### config.mk
export PLATFORM = sky130hd
export DESIGN_NAME = light_sequencer
export DESIGN_NICKNAME = d
export VERILOG_FILES = /design/src/rtl/light_sequencer.sv
export SDC_FILE = /design/constraint.sdc
export NUM_CORES = 1
export LEC_CHECK = 0
export CORE_MARGIN = 2
export CORE_UTILIZATION = 40
export DETAILED_ROUTE_END_ITERATION = 10
export GPL_TIMING_DRIVEN = 0
export RECOVER_POWER = 25
export SLEW_MARGIN = 15
export SYNTH_ARGS = -nofsm -noshare
export SYNTH_HDL_FRONTEND = slang
export SYNTH_SLANG_ARGS = --single-unit
### constraint.sdc
create_clock -name clk -period 2.86 [get_ports clk]
set_input_delay 0.572 -clock clk [delete_from_list [all_inputs] [get_ports clk]]
set_output_delay 0.572 -clock clk [all_outputs]
set_load 0.02 [all_outputs]
### src/rtl/light_sequencer.sv
// Colour stepper for the board LEDs: walks the six primary/secondary colour codes
// manually or on a timer, and drives a brightness-scaled, registered RGB word.
module light_sequencer #(
  parameter int CH_W     = 8,
  parameter int PERIOD_W = 16
) (
  input  logic                  clk,
  input  logic                  rst,
  input  logic                  button,
  input  logic                  auto,
  input  logic                  dir,
  input  logic                  hold,
  input  logic [PERIOD_W-1:0]   period,
  input  logic [CH_W-1:0]       bright,
  input  logic                  sel,
  output logic [2:0]            colour,
  output logic                  step,
  output logic [3*CH_W-1:0]     light
);

  logic [2:0]          colour_q, colour_d;
  logic [PERIOD_W-1:0] cnt_q, cnt_d;
  logic                btn_q;
  logic                auto_q;
  logic                step_q, step_d;
  logic [3*CH_W-1:0]   light_q, light_d;

  logic [PERIOD_W-1:0] last_cnt;
  logic                auto_chg;
  logic                btn_edge;
  logic                expire;
  logic                adv;
  logic [2:0]          nxt_colour;

  // State register
  always_ff @(posedge clk or posedge rst) begin
    if (rst) begin
      colour_q <= 3'd0;
      cnt_q    <= '0;
      btn_q    <= 1'b0;
      auto_q   <= 1'b0;
      step_q   <= 1'b0;
      light_q  <= '0;
    end else begin
      colour_q <= colour_d;
      cnt_q    <= cnt_d;
      btn_q    <= button;
      auto_q   <= auto;
      step_q   <= step_d;
      light_q  <= light_d;
    end
  end

  // Next-state logic: colour and period counter
  always_comb begin
    last_cnt   = (period == '0) ? '0 : period - PERIOD_W'(1);
    auto_chg   = auto ^ auto_q;
    btn_edge   = button & ~btn_q;
    expire     = (cnt_q >= last_cnt);
    adv        = auto ? (~auto_chg & expire) : btn_edge;
    nxt_colour = 3'd1;
    if (dir) begin
      nxt_colour = (colour_q == 3'd1) ? 3'd6 : colour_q - 3'd1;
    end else begin
      nxt_colour = (colour_q == 3'd6) ? 3'd1 : colour_q + 3'd1;
    end

    colour_d = colour_q;
    cnt_d    = cnt_q;
    if (!hold) begin
      cnt_d = (auto & ~auto_chg & ~expire) ? cnt_q + PERIOD_W'(1) : '0;
      if (adv) colour_d = nxt_colour;
    end
    // Leaving reset (code 0) or recovering from an illegal 7 always lands on 1, even under hold
    if (colour_q == 3'd0 || colour_q == 3'd7) colour_d = 3'd1;
  end

  // Output logic: step flag and per-channel brightness
  always_comb begin
    step_d = (colour_d != colour_q);
  end

  for (genvar gi = 0; gi < 3; gi++) begin : g_ch
    assign light_d[gi*CH_W +: CH_W] = (!sel || colour_q[gi]) ? bright : '0;
  end

  assign colour = colour_q;
  assign step   = step_q;
  assign light  = light_q;

endmodule

[Yosys cells after proc, flatten, opt, wreduce, memory -nomap -nowiden]
Index checks and enable logic that the tools add are counted.
Storage, ports and cells
  output and inout port bits: 28
  register bits after elaboration: 46
  input bits: 31
Operators by class
  $add $sub $neg: 4
  bitwise operators: 8
  equal/unequal tests: 4
  muxes and demuxes: 12
  $lt $le $gt $ge: 1
  reductions and logical operators: 7
Operators by type and width (number)
  two-way mux 16 bit: 2
  two-way mux 8 bit: 3
  two-way mux 3 bit: 6
  adder 16 x 1 -> 16 bit (second input constant): 1
  greater-or-equal comparator 16 bit: 1
  zero test 16 bit: 1
  subtractor 16 x 1 -> 16 bit (second input constant): 1
  == test 3 bit (second input constant): 2
  AND 1 bit: 4
  logical OR 1 bit: 4
  adder 3 x 1 -> 3 bit (second input constant): 1
  == test 3 x 1 -> 1 bit (second input constant): 1
  zero test 3 bit: 1
  inequality test 3 bit: 1
  inverter 1 bit: 3
  subtractor 3 x 1 -> 3 bit (second input constant): 1
  zero test 1 bit: 1
  two-way mux 1 bit: 1
  bitwise XOR 1 bit: 1

[Logic depth before layout (Yosys ltp)]
  depth in word-level cells: 9
  mapped depth: 15
  depth with buffers taken out: 13

[Least setup slack after synthesis]
No wires, ideal clock.
  path kind: in2reg
  from: in period[6]
  to: reg colour_q[0], in the netlist colour[0]
  cell stages on the path: 14
  library setup time: 0.125 ns
  path slack: -0.713 ns
  data arrival time: 3.448 ns
  data required time: 2.735 ns
  cells stage by stage: or4_4 nor4_2 nand2b_1 nor2_1 nand2_1 buf_2 nand2_1 ha_1 a21o_1 a21o_1 a2111oi_4 a311oi_1 nor2_2 mux2_4
On the way
  word-level cells in the longest chain between the ends: 8
  elaborated cells between the ends (all ways): 9
Ends and longest elaborated chain
  start, declared: RTL line 13  | input logic [PERIOD_W-1:0] period,
  subtractor 16 x 1 -> 16 bit or zero test 16 bit (tied branches): RTL line 56  | last_cnt = (period == '0) ? '0 : period - PERIOD_W'(1);
  two-way mux 16 bit *: RTL line 56
  greater-or-equal comparator 16 bit *: RTL line 59  | expire = (cnt_q >= last_cnt);
  AND 1 bit *: RTL line 60  | adv = auto ? (~auto_chg & expire) : btn_edge;
  two-way mux 1 bit *: RTL line 60
  two-way mux 3 bit *: RTL line 72  | if (adv) colour_d = nxt_colour;
  two-way mux 3 bit *: RTL line 70  | if (!hold) begin
  two-way mux 3 bit *: RTL line 75  | if (colour_q == 3'd0 || colour_q == 3'd7) colour_d = 3'd1;
  named net colour_d[0]: RTL line 21  | logic [2:0] colour_q, colour_d;
  end signal, assigned: RTL line 45  | colour_q <= colour_d;
  end, declared: RTL line 21
The timed path passes the listed nets; every way through them passes the cells marked *.
A chain may end at the register's enable or synchronous reset.

[Worst setup path after layout]
  from: in period[9]
  to: reg cnt_q[4]
On the way
  word-level cells in the longest chain between the ends: 6
  elaborated cells between the ends (all ways): 7
Ends and longest elaborated chain
  subtractor 16 x 1 -> 16 bit or zero test 16 bit (tied branches): RTL line 56
  two-way mux 16 bit *: RTL line 56
  greater-or-equal comparator 16 bit *: RTL line 59
  inverter 1 bit *: RTL line 71  | cnt_d = (auto & ~auto_chg & ~expire) ? cnt_q + PERIOD_W'(1) : '0;
  AND 1 bit *: RTL line 71
  two-way mux 16 bit *: RTL line 71
  end signal, assigned: RTL line 46  | cnt_q <= cnt_d;
  end, declared: RTL line 22  | logic [PERIOD_W-1:0] cnt_q, cnt_d;
Mark *: on every way between the ends. The rest lies on a longest branch, timed or not.

==> impl_results.md <==
- Outcome: finished with violations
- Violated checks: setup timing
- Syn Nets: ~340
- M1 WL: roughly 2.8 mm
- Layout net count: ~430
- Starting Density: between 40% and 50%
- Post-synthesis register bit count: 46
- Longest Clk Path Bufs: 2
- Min-delay src: cnt_q[1]$_DFFE_PP0N_
- Final Total Pwr: just over 2 mW
- Hold Path Cell Cnt: 2
- DRT Pass-1 Iters: 4
- Hpwl dp: 4.79 mm
- Worst-skew pair later-pin latency: ~0.30 ns
- Final cell count without fillers: between 400 and 500
- Diode count: 0
- Final min period: roughly 3.4 ns
- Total core area: roughly 6800 µm²
- Fin worst setup slack: -0.535 ns
- CTS tree: yes
- Cell variety after synth: 48
- Final Hold Viols: 0
- Die height: 88.3 µm
- Post-synth EDFFs: 0
- Reg2Reg Setup Slack: between 0.6 and 0.7 ns
- Clock Pin Slew Worst Setup and Hold Paths: roughly 0.09 ns
- Syn-to-layout area delta: 40.0%
- Required time of the critical path: slightly above 3 ns
- CTS sink cnt: 46
- Top delay family on crit path: simple AND/OR/NAND/NOR gates
- Tcrit/Tclk final: 119%
- Level count of the clock H-tree: 2
- Post-route cell area: approximately 4000 µm²
- Wire length on met3: around 400 µm
- Drt total wl: 6.48 mm
- Post-synthesis sequential area ratio: approximately two fifths
- Die width: 88.3 µm
- CTS Buf Count: 5
- WP data arrival: 3.63 ns
- # fillers: 599
- Cells along the critical path: buf_6 -> or4_4 -> nor4_4 -> nand2b_1 -> nor2_2 -> nand2_2 -> buf_6 -> nand2_4 -> ha_4 -> a21o_1 -> a21o_1 -> a2111oi_4 -> buf_4 -> nand4_1 -> nor2b_4 -> buf_12 -> nor2_4
- Pwr Density: 518 nW/µm²
- Peak Freq: about 0.3 GHz
- Slowest CP cell: or4_4
- Hold buffer count at CTS: 0
- Async SR Flop Fraction: 100%
- # Max-Cap Violations: 0
- Initial antenna violation count: 0
- Combinational Power Share: approximately two fifths
- Largest net degree at the start of global routing: 27
- Detailed-route via count: 2,268
- Synth Flop Type: dfrtp_1
- VDD IR max: roughly 0.46 mV
- CP bufs+invs: 4
- Int Power: roughly 1.4 mW
- CP endpoint kind: flip-flop
- Tot GR Track Use: between 10% and 20%
- Final ANT Viol Nets: 0
- Cells after synthesis: between 200 and 300
- Worst hold-check path type: reg -> reg
- Rel. slew slack: between 30% and 40%
- WS Path Type: in -> reg
- Syn Std Cell Area: 2840 µm²
- Clock root buffer: clkbuf_8
- PortBufs: 57
- Seq pwr share: a little under two fifths
- Worst r2r path cells: 8
- Worst Skew: roughly 0.0051 ns
- Dpl cells: between 400 and 500
- IO Pins: 59
- FP Rows: 30
- Wire length on met2: around 3.1 mm
- Vias per cell: ~4.9
- Global-route wire length before repair: 10.7 mm
- Worst setup SP type: input port
- Synth Warn #: 0
- GRT overflow: 0
- Number of global-route vias before repair: around 2,300
- Max incr delay on CP: ~0.55 ns
- Net Sw Power: 704 µW
- RR Startpoint: colour[0]$_DFF_PP0_
- CP max FO: 10
- Clock network power share: approximately a quarter
- Leakage: roughly 1.8 nW
- Tightest Pin Transition: between 1 and 1.5 ns
- Worst Hold End: cnt_q[1]$_DFFE_PP0N_
- Iter 0 DRT Violations: 79
- Cell Area, Placed: 3590 µm²
- Avg WL per Cell: 13.9 µm
- Final core occ: approximately 58%
- Top Metal Used: met4
- Share of post-route cells with drive strength above 1: between 20% and 30%
- Sw frac: about a third
- # DRC: 0
- GPL Wtd Cong: about 0.84
- Die ar.: roughly 8000 µm²
- Post-synthesis average cell area: 9.90 µm²
- Setup-failing EPs final: 20
- Worst reg2reg path endpoint: step$_DFF_PP0_
- Slew Viols, Final: 0
- Unrepaired setup endpoints after global routing: yes
stage by stage:
stage               hold slack [ns]  worst slack [ns]  setup TNS, ns
floorplan                     0.504            -0.575          -8.55
global placement              0.540             -1.47         -27.27
detailed placement            0.543             -1.43         -26.66
CTS                           0.573            -0.597         -10.79
global route                  0.614            -0.684         -12.61
finish                        0.571            -0.535          -9.76
worst reg2reg max path, cell delays in order (launching register included):
cell and delay [ns]:
dfrtp_1 0.46, inv_1 0.17, ha_1 0.26, a211o_1 0.32, a21oi_1 0.15, nor2_1 0.05, a311o_1 0.31, a221oi_1 0.25
o22ai_2 0.13
flip-flops by register name, indices dropped and copies added, names as in the netlist:
signal,flops
light,24
cnt_q,16
colour,3
auto_q,1
btn_q,1
step,1
power groups by stage:
stage               Combinational (mW)  Clock [mW]  Sequential (mW)
global placement                 0.757           0            0.789
floorplan                        0.364           0            0.884
global route                     0.873       0.539            0.788
detailed placement               0.769           0            0.791
CTS                              0.794       0.511            0.779
finish                           0.795       0.490            0.777
cell families (layout without fill, tap and decap cells):
group	Yosys count	count (layout)	share of synthesized area, %
AO/OA/AOI/OAI	33	33	8.36
XOR/XNOR	23	23	7.09
adder cells (fa/ha/maj)	24	24	10.6
buffers and inverters	15	99	2.86
flip-flops	46	46	40.5
multiplexers	6	6	2.33
AND/OR/NAND/NOR	140	140	28.3
cell usage after synthesis (2+ instances only):
cell type	n	area, µm²
dfrtp_1	46	1150
nor3_1	5	25.0
nand2_1	42	158
mux2i_1	4	40.0
xor2_1	17	149
o22ai_1	2	12.5
nand2b_1	7	43.8
nor2b_1	2	12.5
clkbuf_1	2	7.51
nor3_2	2	20.0
o21ai_0	4	20.0
nand4_1	3	18.8
ha_1	24	300
nor2_4	10	113
nand3_1	7	35.0
xnor2_1	6	52.6
nor4_2	2	25.0
a221oi_1	3	26.3
inv_1	10	37.5
nor4_1	2	12.5
and3_1	3	18.8
a21o_1	4	30.0
a21oi_1	12	60.1
and2_1	25	156
nor2_1	20	75.1
area by class of cell:
type	instances	area, µm²	share of cell area, %
inverter	10	37.5	0.943
timing repair buffer	76	744	18.7
tap	96	120	3.02
clock inverter	3	43.8	1.10
buffer	5	50.0	1.26
sequential	46	1150	28.9
clock buffer	5	68.8	1.73
multi-input combinational	226	1760	44.3
per-layer routing:
metal / GRT usage, % / vias to the layer above
li1: - / 1146
met1: 21.8 / 1060
met2: 30.4 / 55
met3: 5.13 / 7
met4: 4.13 / 0
met5: 0 / -
timing repair:
action | 4_1_cts | 5_1_grt
buffers inserted | 12 | 6
pin swaps | 25 | 16
resized for setup | 45 | 13
endpoints found under the setup margin | 20 | 20
placed cells by master (no fill, tap or decap), drive strengths merged, types with 2 or more instances in the layout:
master         instances
a21o                   4
a21oi                 12
a221oi                 3
and2                  25
and3                   3
buf                   26
clkbuf                 7
clkdlybuf4s50         44
dfrtp                 46
dlygate4sd2            3
dlygate4sd3            3
dlymetal6s2s           3
ha                    24
inv                   11
mux2                   2
mux2i                  4
nand2                 42
nand2b                 7
nand3                  7
nand4                  3
nor2                  31
nor2b                  3
nor3                   7
nor4                   4
o21ai                  4
o22ai                  2
xnor2                  6
xor2                  17
worst max path at each step:
stage                            to  depth (start not counted)  slack [ns]       from
6_report       cnt_q[4]$_DFFE_PP0N_                         17       -0.54  period[9]
5_1_grt         colour[1]$_DFF_PP0_                         16       -0.68  period[9]
4_1_cts         colour[0]$_DFF_PP0_                         15       -0.60  period[9]
3_5_place_dp    colour[0]$_DFF_PP0_                         13       -1.43  period[6]
3_3_place_gp    colour[0]$_DFF_PP0_                         13       -1.47  period[6]
2_1_floorplan   colour[0]$_DFF_PP0_                         12       -0.57  period[6]
Power figures use the tool's default switching activity.
